[config.mk]
export PLATFORM = sky130hd
export DESIGN_NAME = posi_mode_scheduler
export DESIGN_NICKNAME = d
export VERILOG_FILES = /design/src/rtl/posi_mode_scheduler_pkg.sv /design/src/rtl/posi_mode_scheduler_cost_cmp.sv /design/src/rtl/posi_mode_scheduler.sv
export SDC_FILE = /design/constraint.sdc
export NUM_CORES = 1
export LEC_CHECK = 0
export CAP_MARGIN = 20
export CORE_UTILIZATION = 60
export DETAILED_ROUTE_END_ITERATION = 8
export DONT_BUFFER_PORTS = 1
export GPL_TIMING_DRIVEN = 0
export PLACE_DENSITY = 0.83
export SYNTH_ARGS = -nofsm -noshare
export SYNTH_HDL_FRONTEND = slang
export SYNTH_HIERARCHICAL = 1
export SYNTH_SLANG_ARGS = --single-unit
[constraint.sdc]
create_clock -name clk -period 11.7 [get_ports clk]
set_input_delay 1.17 -clock clk [delete_from_list [all_inputs] [get_ports clk]]
set_output_delay 1.17 -clock clk [all_outputs]
set_load 0.005 [all_outputs]
[src/rtl/posi_mode_scheduler_pkg.sv]
// Shared constants and types for the posi-stage intra mode search.
package posi_mode_scheduler_pkg;

  // Candidate modes evaluated per PU and datapath widths.
  localparam int POSI_NUM_MODES = 35;
  localparam int POSI_DIST_W    = 16;
  localparam int POSI_RATE_W    = 13;
  // One extra bit over the distortion holds max distortion + max rate.
  localparam int POSI_COST_W    = POSI_DIST_W + 1;
  localparam int POSI_MODE_W    = 6;
  localparam int POSI_POS_W     = 8;

  // PU size codes shared with the rate estimator.
  typedef enum logic [1:0] {
    SIZE_04 = 2'd0,
    SIZE_08 = 2'd1,
    SIZE_16 = 2'd2,
    SIZE_32 = 2'd3
  } pu_size_e;

endpackage

[src/rtl/posi_mode_scheduler_cost_cmp.sv]
// Cost adder and strict-less comparator for one candidate mode.
module posi_cost_cmp #(
  parameter int DIST_W = 16,
  parameter int RATE_W = 13,
  parameter int COST_W = 17
) (
  input  logic [DIST_W-1:0] dist_i,
  input  logic [RATE_W-1:0] rate_i,
  input  logic [COST_W-1:0] best_cost_i,
  output logic [COST_W-1:0] cost_o,
  output logic              upd_o
);

  // Zero-extended sum cannot wrap at COST_W; strict less keeps the lower mode on ties.
  always_comb begin
    cost_o = COST_W'(dist_i) + COST_W'(rate_i);
    upd_o  = (cost_o < best_cost_i);
  end

endmodule

[src/rtl/posi_mode_scheduler.sv]
// Sequences the candidate-mode search for one PU: request a distortion per
// mode, add the rate estimate, keep the cheapest mode, then replay it once.
module posi_mode_scheduler
  import posi_mode_scheduler_pkg::*;
#(
  parameter int NUM_MODES = POSI_NUM_MODES,
  parameter int DIST_W    = POSI_DIST_W,
  parameter int RATE_W    = POSI_RATE_W,
  parameter int COST_W    = POSI_COST_W
) (
  input  logic                   clk,
  input  logic                   rst,
  input  logic                   start_i,
  input  logic [1:0]             size_i,
  input  logic [POSI_POS_W-1:0]  position_i,
  output logic [POSI_MODE_W-1:0] mode_o,
  output logic [1:0]             size_o,
  output logic [POSI_POS_W-1:0]  position_o,
  output logic                   cost_done_o,
  input  logic [RATE_W-1:0]      bitrate_i,
  output logic                   dist_req_o,
  input  logic                   dist_val_i,
  input  logic [DIST_W-1:0]      dist_i,
  output logic                   busy_o,
  output logic                   done_o,
  output logic [POSI_MODE_W-1:0] best_mode_o,
  output logic [COST_W-1:0]      best_cost_o
);

  typedef enum logic [1:0] {
    ST_IDLE = 2'd0,
    ST_REQ  = 2'd1,
    ST_WAIT = 2'd2,
    ST_UPD  = 2'd3
  } state_e;

  localparam logic [POSI_MODE_W-1:0] LAST_MODE = POSI_MODE_W'(NUM_MODES - 1);

  state_e                   state_q, state_d;
  logic [POSI_MODE_W-1:0]   mode_q, mode_d;
  logic [1:0]               size_q, size_d;
  logic [POSI_POS_W-1:0]    position_q, position_d;
  logic [POSI_MODE_W-1:0]   best_mode_q, best_mode_d;
  logic [COST_W-1:0]        best_cost_q, best_cost_d;

  logic [COST_W-1:0]        cost;
  logic                     cost_upd;

  posi_cost_cmp #(
    .DIST_W (DIST_W),
    .RATE_W (RATE_W),
    .COST_W (COST_W)
  ) u_cost_cmp (
    .dist_i      (dist_i),
    .rate_i      (bitrate_i),
    .best_cost_i (best_cost_q),
    .cost_o      (cost),
    .upd_o       (cost_upd)
  );

  // Next-state and datapath updates; every register holds unless its state acts on it.
  always_comb begin
    state_d     = state_q;
    mode_d      = mode_q;
    size_d      = size_q;
    position_d  = position_q;
    best_mode_d = best_mode_q;
    best_cost_d = best_cost_q;
    unique case (state_q)
      ST_IDLE: begin
        if (start_i) begin
          size_d      = size_i;
          position_d  = position_i;
          mode_d      = '0;
          best_cost_d = '1;
          best_mode_d = '0;
          state_d     = ST_REQ;
        end
      end
      ST_REQ: begin
        state_d = ST_WAIT;
      end
      ST_WAIT: begin
        if (dist_val_i) begin
          if (cost_upd) begin
            best_cost_d = cost;
            best_mode_d = mode_q;
          end
          if (mode_q == LAST_MODE) begin
            // Replay the winner, which may be the mode just evaluated.
            mode_d  = cost_upd ? mode_q : best_mode_q;
            state_d = ST_UPD;
          end else begin
            mode_d  = mode_q + POSI_MODE_W'(1);
            state_d = ST_REQ;
          end
        end
      end
      ST_UPD: begin
        state_d = ST_IDLE;
      end
      default: begin
        state_d = ST_IDLE;
      end
    endcase
  end

  // State and datapath registers with synchronous reset.
  always_ff @(posedge clk) begin
    if (rst) begin
      state_q     <= ST_IDLE;
      mode_q      <= '0;
      size_q      <= '0;
      position_q  <= '0;
      best_mode_q <= '0;
      best_cost_q <= '1;
    end else begin
      state_q     <= state_d;
      mode_q      <= mode_d;
      size_q      <= size_d;
      position_q  <= position_d;
      best_mode_q <= best_mode_d;
      best_cost_q <= best_cost_d;
    end
  end

  // Strobes decode directly from the registered state, so they are glitch-free.
  always_comb begin
    dist_req_o  = (state_q == ST_REQ);
    cost_done_o = (state_q == ST_UPD);
    done_o      = (state_q == ST_UPD);
    busy_o      = (state_q != ST_IDLE);
    mode_o      = mode_q;
    size_o      = size_q;
    position_o  = position_q;
    best_mode_o = best_mode_q;
    best_cost_o = best_cost_q;
  end

endmodule

* Word-level counts from Yosys, hierarchy flattened *
Index checks and enable logic that the tools add are counted.

word-level totals
  flip-flop bits (word level) = 41
  bits of input ports = 43
  output and inout port bits = 43
  logic and storage cells = 38

cells by class
  $add $sub $neg = 2
  $lt $le $gt $ge = 1
  eq/ne operators = 7
  muxes and demuxes = 15
  reductions and logical operators = 7

operators by type and width
  kind                                           number
  2-to-1 mux 17 bit                              3
  case mux 17 bit (2 select lines)               1
  2-to-1 mux 6 bit                               5
  case mux 6 bit (2 select lines)                2
  adder 16 x 13 -> 17 bit                        1
  less-than comparator 17 bit                    1
  case mux 2 bit (4 select lines)                1
  adder 6 x 1 -> 6 bit, second input constant    1
  == test 6 bit, second input constant           1
  2-to-1 mux 2 bit                               3
  != test 2 bit, second input constant           3
  == test 2 bit, second input constant           2
  AND reduction 2 bit                            2
  AND reduction 4 bit                            1
  nonzero test 2 bit                             2
  AND reduction 3 bit                            1
  == test 2 x 1 -> 1 bit, second input constant  1
  logical NOT 2 bit                              1

* Logic depth before layout (Yosys ltp) *
  depth in word-level cells = 6
  depth in mapped cells = 19
  depth with buffers taken out = 17

* Modules after synthesis *
Netlist, hierarchy kept.

by module, submodules not included
  module               instances  cells an instance  area an instance (µm²)  seq. area each (µm²)
  posi_mode_scheduler  1          210                1,776.7                 820.8
  posi_cost_cmp        1          153                1,104.8                 0.0

* Least setup slack after synthesis *
No wires, ideal clock.

  path type = input-to-reg
  start point = input port dist_i[0]
  end point = register best_cost_q[10], in the netlist best_cost_o[10]
  library setup time = 0.119 ns
  data arrival time = 4.659 ns
  data required time = 11.581 ns
  slack = 6.921 ns
  stages on the path = 19
  path buffers = 2
  cell sequence = ha_1 > fa_1 > a21o_1 > a221oi_2 > o311ai_2 > a211oi_2 > o41ai_1 > ha_1 > a21o_1 > a21o_1 > a21oi_1 > o21ai_0 > a21oi_1 > buf_4 > nand3_1 > a21o_1 > clkbuf_1 > nor3b_1 > o21bai_1

on the way
  longest elaborated chain between the ends = 4
  elaborated cells on any way between the ends = 7
  classes of those cells = 1 x add/sub; 1 x order compare; 1 x eq/ne; 3 x mux; 1 x reduce/logical

RTL lines
  item                           line                                text
  start, declared                posi_mode_scheduler.sv:23           input logic [DIST_W-1:0] dist_i,
  adder 16 x 13 -> 17 bit        posi_mode_scheduler_cost_cmp.sv:16  cost_o = COST_W'(dist_i) + COST_W'(rate_i);
  net cost[14]                   posi_mode_scheduler.sv:46           logic [COST_W-1:0] cost;
  less-than comparator 17 bit    posi_mode_scheduler_cost_cmp.sv:17  upd_o = (cost_o < best_cost_i);
  net cost_upd                   posi_mode_scheduler.sv:47           logic cost_upd;
  != test 2 bit (no line)        -
  AND reduction 4 bit (no line)  -
  end signal, assigned           posi_mode_scheduler.sv:123          best_cost_q <= best_cost_d;
  end, declared                  posi_mode_scheduler.sv:44           logic [COST_W-1:0] best_cost_q, best_cost_d;

The timed path passes the listed nets, and every way through them passes these cells. The select of a mux whose other input is x is not followed.
A chain may end at the register's enable or synchronous reset.

* Final worst setup path *
  start point = input port dist_i[0]
  end point = register best_cost_q[16], in the netlist best_cost_o[16]

The elaborated chain is that of the path after synthesis.

==> impl_metrics.tcl <==
set metrics [dict create \
    ctsHoldBuffers 0 \
    fin_tns_setup_ps 0 \
    final_layout_size_suffix_gt1_frac 0.06199 \
    postSynthAreaPerCell_um2 7.938 \
    rr_worst_depth 13 \
    ios 86 \
    post-cts-setup-buffer-count 0 \
    initial_core_util 0.6440 \
    numPortBuffers 0 \
    async_s_r_ff_share_synth 0 \
    yosys_register_bits 41 \
    detailroute.via_count 2572 \
    layout.cells.non_filler 423 \
    rsz0062_at_grt "false" \
    post-route-period-util 0.4279 \
    final_critical_path_setup_slack_ps 6694 \
    cts_made_buffers 5 \
    total_chip_power_w 0.0003633 \
    detailedRoute.firstIterationViolations 87 \
    synth_simple_gate_area_frac 0.2158 \
    worst_hold_path.endpoint "position_o[5]" \
    placement.setup.worst_slack_ps 6419 \
    synth.yosys.seq_area_share 0.2848 \
    synthFlopType "dfxtp_1" \
    whs_path_depth 2 \
    hpwlAfterDp_um 4846 \
    hold_viol_final 0 \
    postSynthNetCount 438 \
    start_kind "primary input" \
    post-route-min-period_ps 5006 \
    worst_case_clock_buffer_depth 2 \
    violations "DRC" \
    synth.area.mux_share 0.007382 \
    timing.clock.skew_ps 5.180 \
    synth_xor_area_frac 0.03951 \
    vias_per_cell 6.080 \
    worstReg2RegEnd "best_cost_o[16]" \
    clk_pin_slew_ps 80 \
    synth_area_in_compound_gates 0.2488 \
    core_area_um2 4474 \
    post_cts_resize_count 0 \
    synth_fa_ha_area_frac 0.1416 \
    timing.hold.worst.class "reg2reg" \
    cp_data_required_time_ps 11930 \
    synthesis.area_um2 2882 \
    yosysWarningCount 6 \
    syn-instance-count 363 \
    tritoncts "built" \
    cts_num_sinks 41 \
    antenna_found_initial 0 \
    grt_usage 0.2584 \
    gp_congestion 0.8720 \
    max_freq_mhz 199.8 \
    setup_violations 0 \
    die-width_um 71.30 \
    combinational_family_with_the_most_area_after_synthesis "compound AO/OA/AOI/OAI gates" \
    origin_of_the_critical_flop_to_flop_path "best_cost_o[2]" \
    grt_first_pass_wirelength_um 10590 \
    max_cap_violations 0 \
    cts.htree.levels 2 \
    rows 24 \
    die_h_um 71.30 \
    timing.hold.worst.start "position_o[5]" \
    diodes 0 \
    setup.worst_path.class "in2reg" \
    mostFrequentLayoutCells "41 x nor2_1, 41 x dfxtp_1, 34 x nand2_1, 31 x a21oi_1, 31 x ha_1" \
    tightest_slew_ps 579.4 \
    critical_path.endpoint_type "flip-flop" \
    status "finished, violations left" \
    detailedRoute.firstPassIterationCount 6 \
    grt.overflow.total 0 \
    clock_tree.root_cell "clkbuf_8" \
    drv_slew 0 \
    whs_ps 473.4 \
    maxSlewHeadroom 0.6108 \
    crit_path_max_fanout 10 \
    clock_network_latency_to_the_later_pin_of_the_worst_skew_pair_ps 290 \
    number_of_routed_nets_with_antenna_violations 0 \
    dp.cells 415 \
    area_delta_synth_final_pct 6.904 \
    wirelength_um 6408 \
    vias_in_the_first_global_route 2456 \
    route.detailed.wl_per_inst_um 15.15 \
    grt_max_degree 14 \
    reg2reg_setup_slack_ps 8910 \
    layout.nets 445 \
    dieArea_um2 5084 \
    synth.lib_cells_used.distinct 49 \
    static_leakage_nw 1.477 \
    post-route-drc-count 8 \
    synth_edf_count 0 \
    power_density_nw_per_um2 117.9 \
    irDropWorstVdd_uv 85.46 \
    critical_path_arrival_ps 5230 \
]
-- state kept, by name (all words and copies together), names as in the netlist --
signal,cells
state_q,2
best_cost_o,17
best_mode_o,6
position_o,8
mode_o,6
size_o,2
-- critical path, stage by stage --
cell and delay [ps]:
ha_1 220, fa_1 410, a21o_1 200, a221oi_2 460
o311ai_2 190, a211oi_2 260, o41ai_1 120, ha_1 310
a21o_1 180, a21o_1 170, a21oi_1 130, o21ai_0 100
a21oi_1 130, buf_4 200, nand3_1 130, a21oi_2 360
buf_2 310, nor2_1 60, o21bai_1 130
-- synthesized netlist by cell type (5+ instances only) --
cell type / count / area [um^2]
nand2_1: 34 / 127.6
nor2_1: 41 / 153.9
nor3_1: 6 / 30.03
nand4_1: 6 / 37.54
o21bai_1: 19 / 142.6
o21ai_0: 13 / 65.06
a21oi_1: 31 / 155.2
clkbuf_1: 10 / 37.54
nand3_1: 5 / 25.02
a31oi_1: 5 / 31.28
dfxtp_1: 41 / 820.8
inv_1: 27 / 101.4
nor3b_1: 19 / 142.6
xnor2_1: 10 / 87.58
ha_1: 31 / 387.9
buf_2: 5 / 25.02
a21o_1: 12 / 90.09
-- worst max path at each step --
stage,depth (start not counted),end,start,slack (ps)
after floorplan,19,best_cost_o[10],dist_i[0],6920
after global placement,19,best_cost_o[16],dist_i[0],6450
after detailed placement,19,best_cost_o[3],dist_i[0],6420
after CTS,19,best_cost_o[14],dist_i[0],6710
after global routing,19,best_cost_o[12],dist_i[0],6420
final,19,best_cost_o[16],dist_i[0],6690
-- report_power, final --
| group | internal, W | leakage [nW] | total (W) | switching [W] |
|---|---|---|---|---|
| sequential | 0.000143 | 0.333 | 0.000147 | 0.00000313 |
| clock | 0.0000848 | 0.0681 | 0.000134 | 0.0000492 |
| combinational | 0.0000322 | 1.08 | 0.0000826 | 0.0000505 |
| total | 0.000260 | 1.48 | 0.000363 | 0.000103 |
-- final cells by class --
type	count	area [um^2]
tap	52	65.06
clock inverter	3	65.06
inverter	27	101.3
clock buffer	5	68.82
multi-input combinational	278	1882
buffer	17	77.57
fill	376	1394
sequential	41	820.8
-- through the flow --
stage,utilization,area [um^2]
2_1_floorplan,-,2882
3_3_place_gp,0.6586,2947
3_5_place_dp,0.6586,2947
4_1_cts,0.6885,3080
5_1_grt,0.6885,3080
6_report,0.6885,3080
-- routing by layer --
metal	vias up	GRT usage	share of wire
li1	1309	-	-
met5	-	0	0
met2	86	0.4487	0.47
met4	0	0.09556	0.019
met3	14	0.07595	0.073
met1	1163	0.3013	0.44
-- cells by family (layout without fill, tap and decap cells) --
| group | Yosys count | in the layout |
|---|---|---|
| buffers and inverters | 44 | 52 |
| AND/OR/NAND/NOR | 124 | 124 |
| adder cells (fa/ha/maj) | 32 | 32 |
| XOR/XNOR | 13 | 13 |
| AO/OA/AOI/OAI | 107 | 107 |
| flip-flops | 41 | 41 |
| multiplexers | 2 | 2 |
Power figures use the tool's default switching activity.
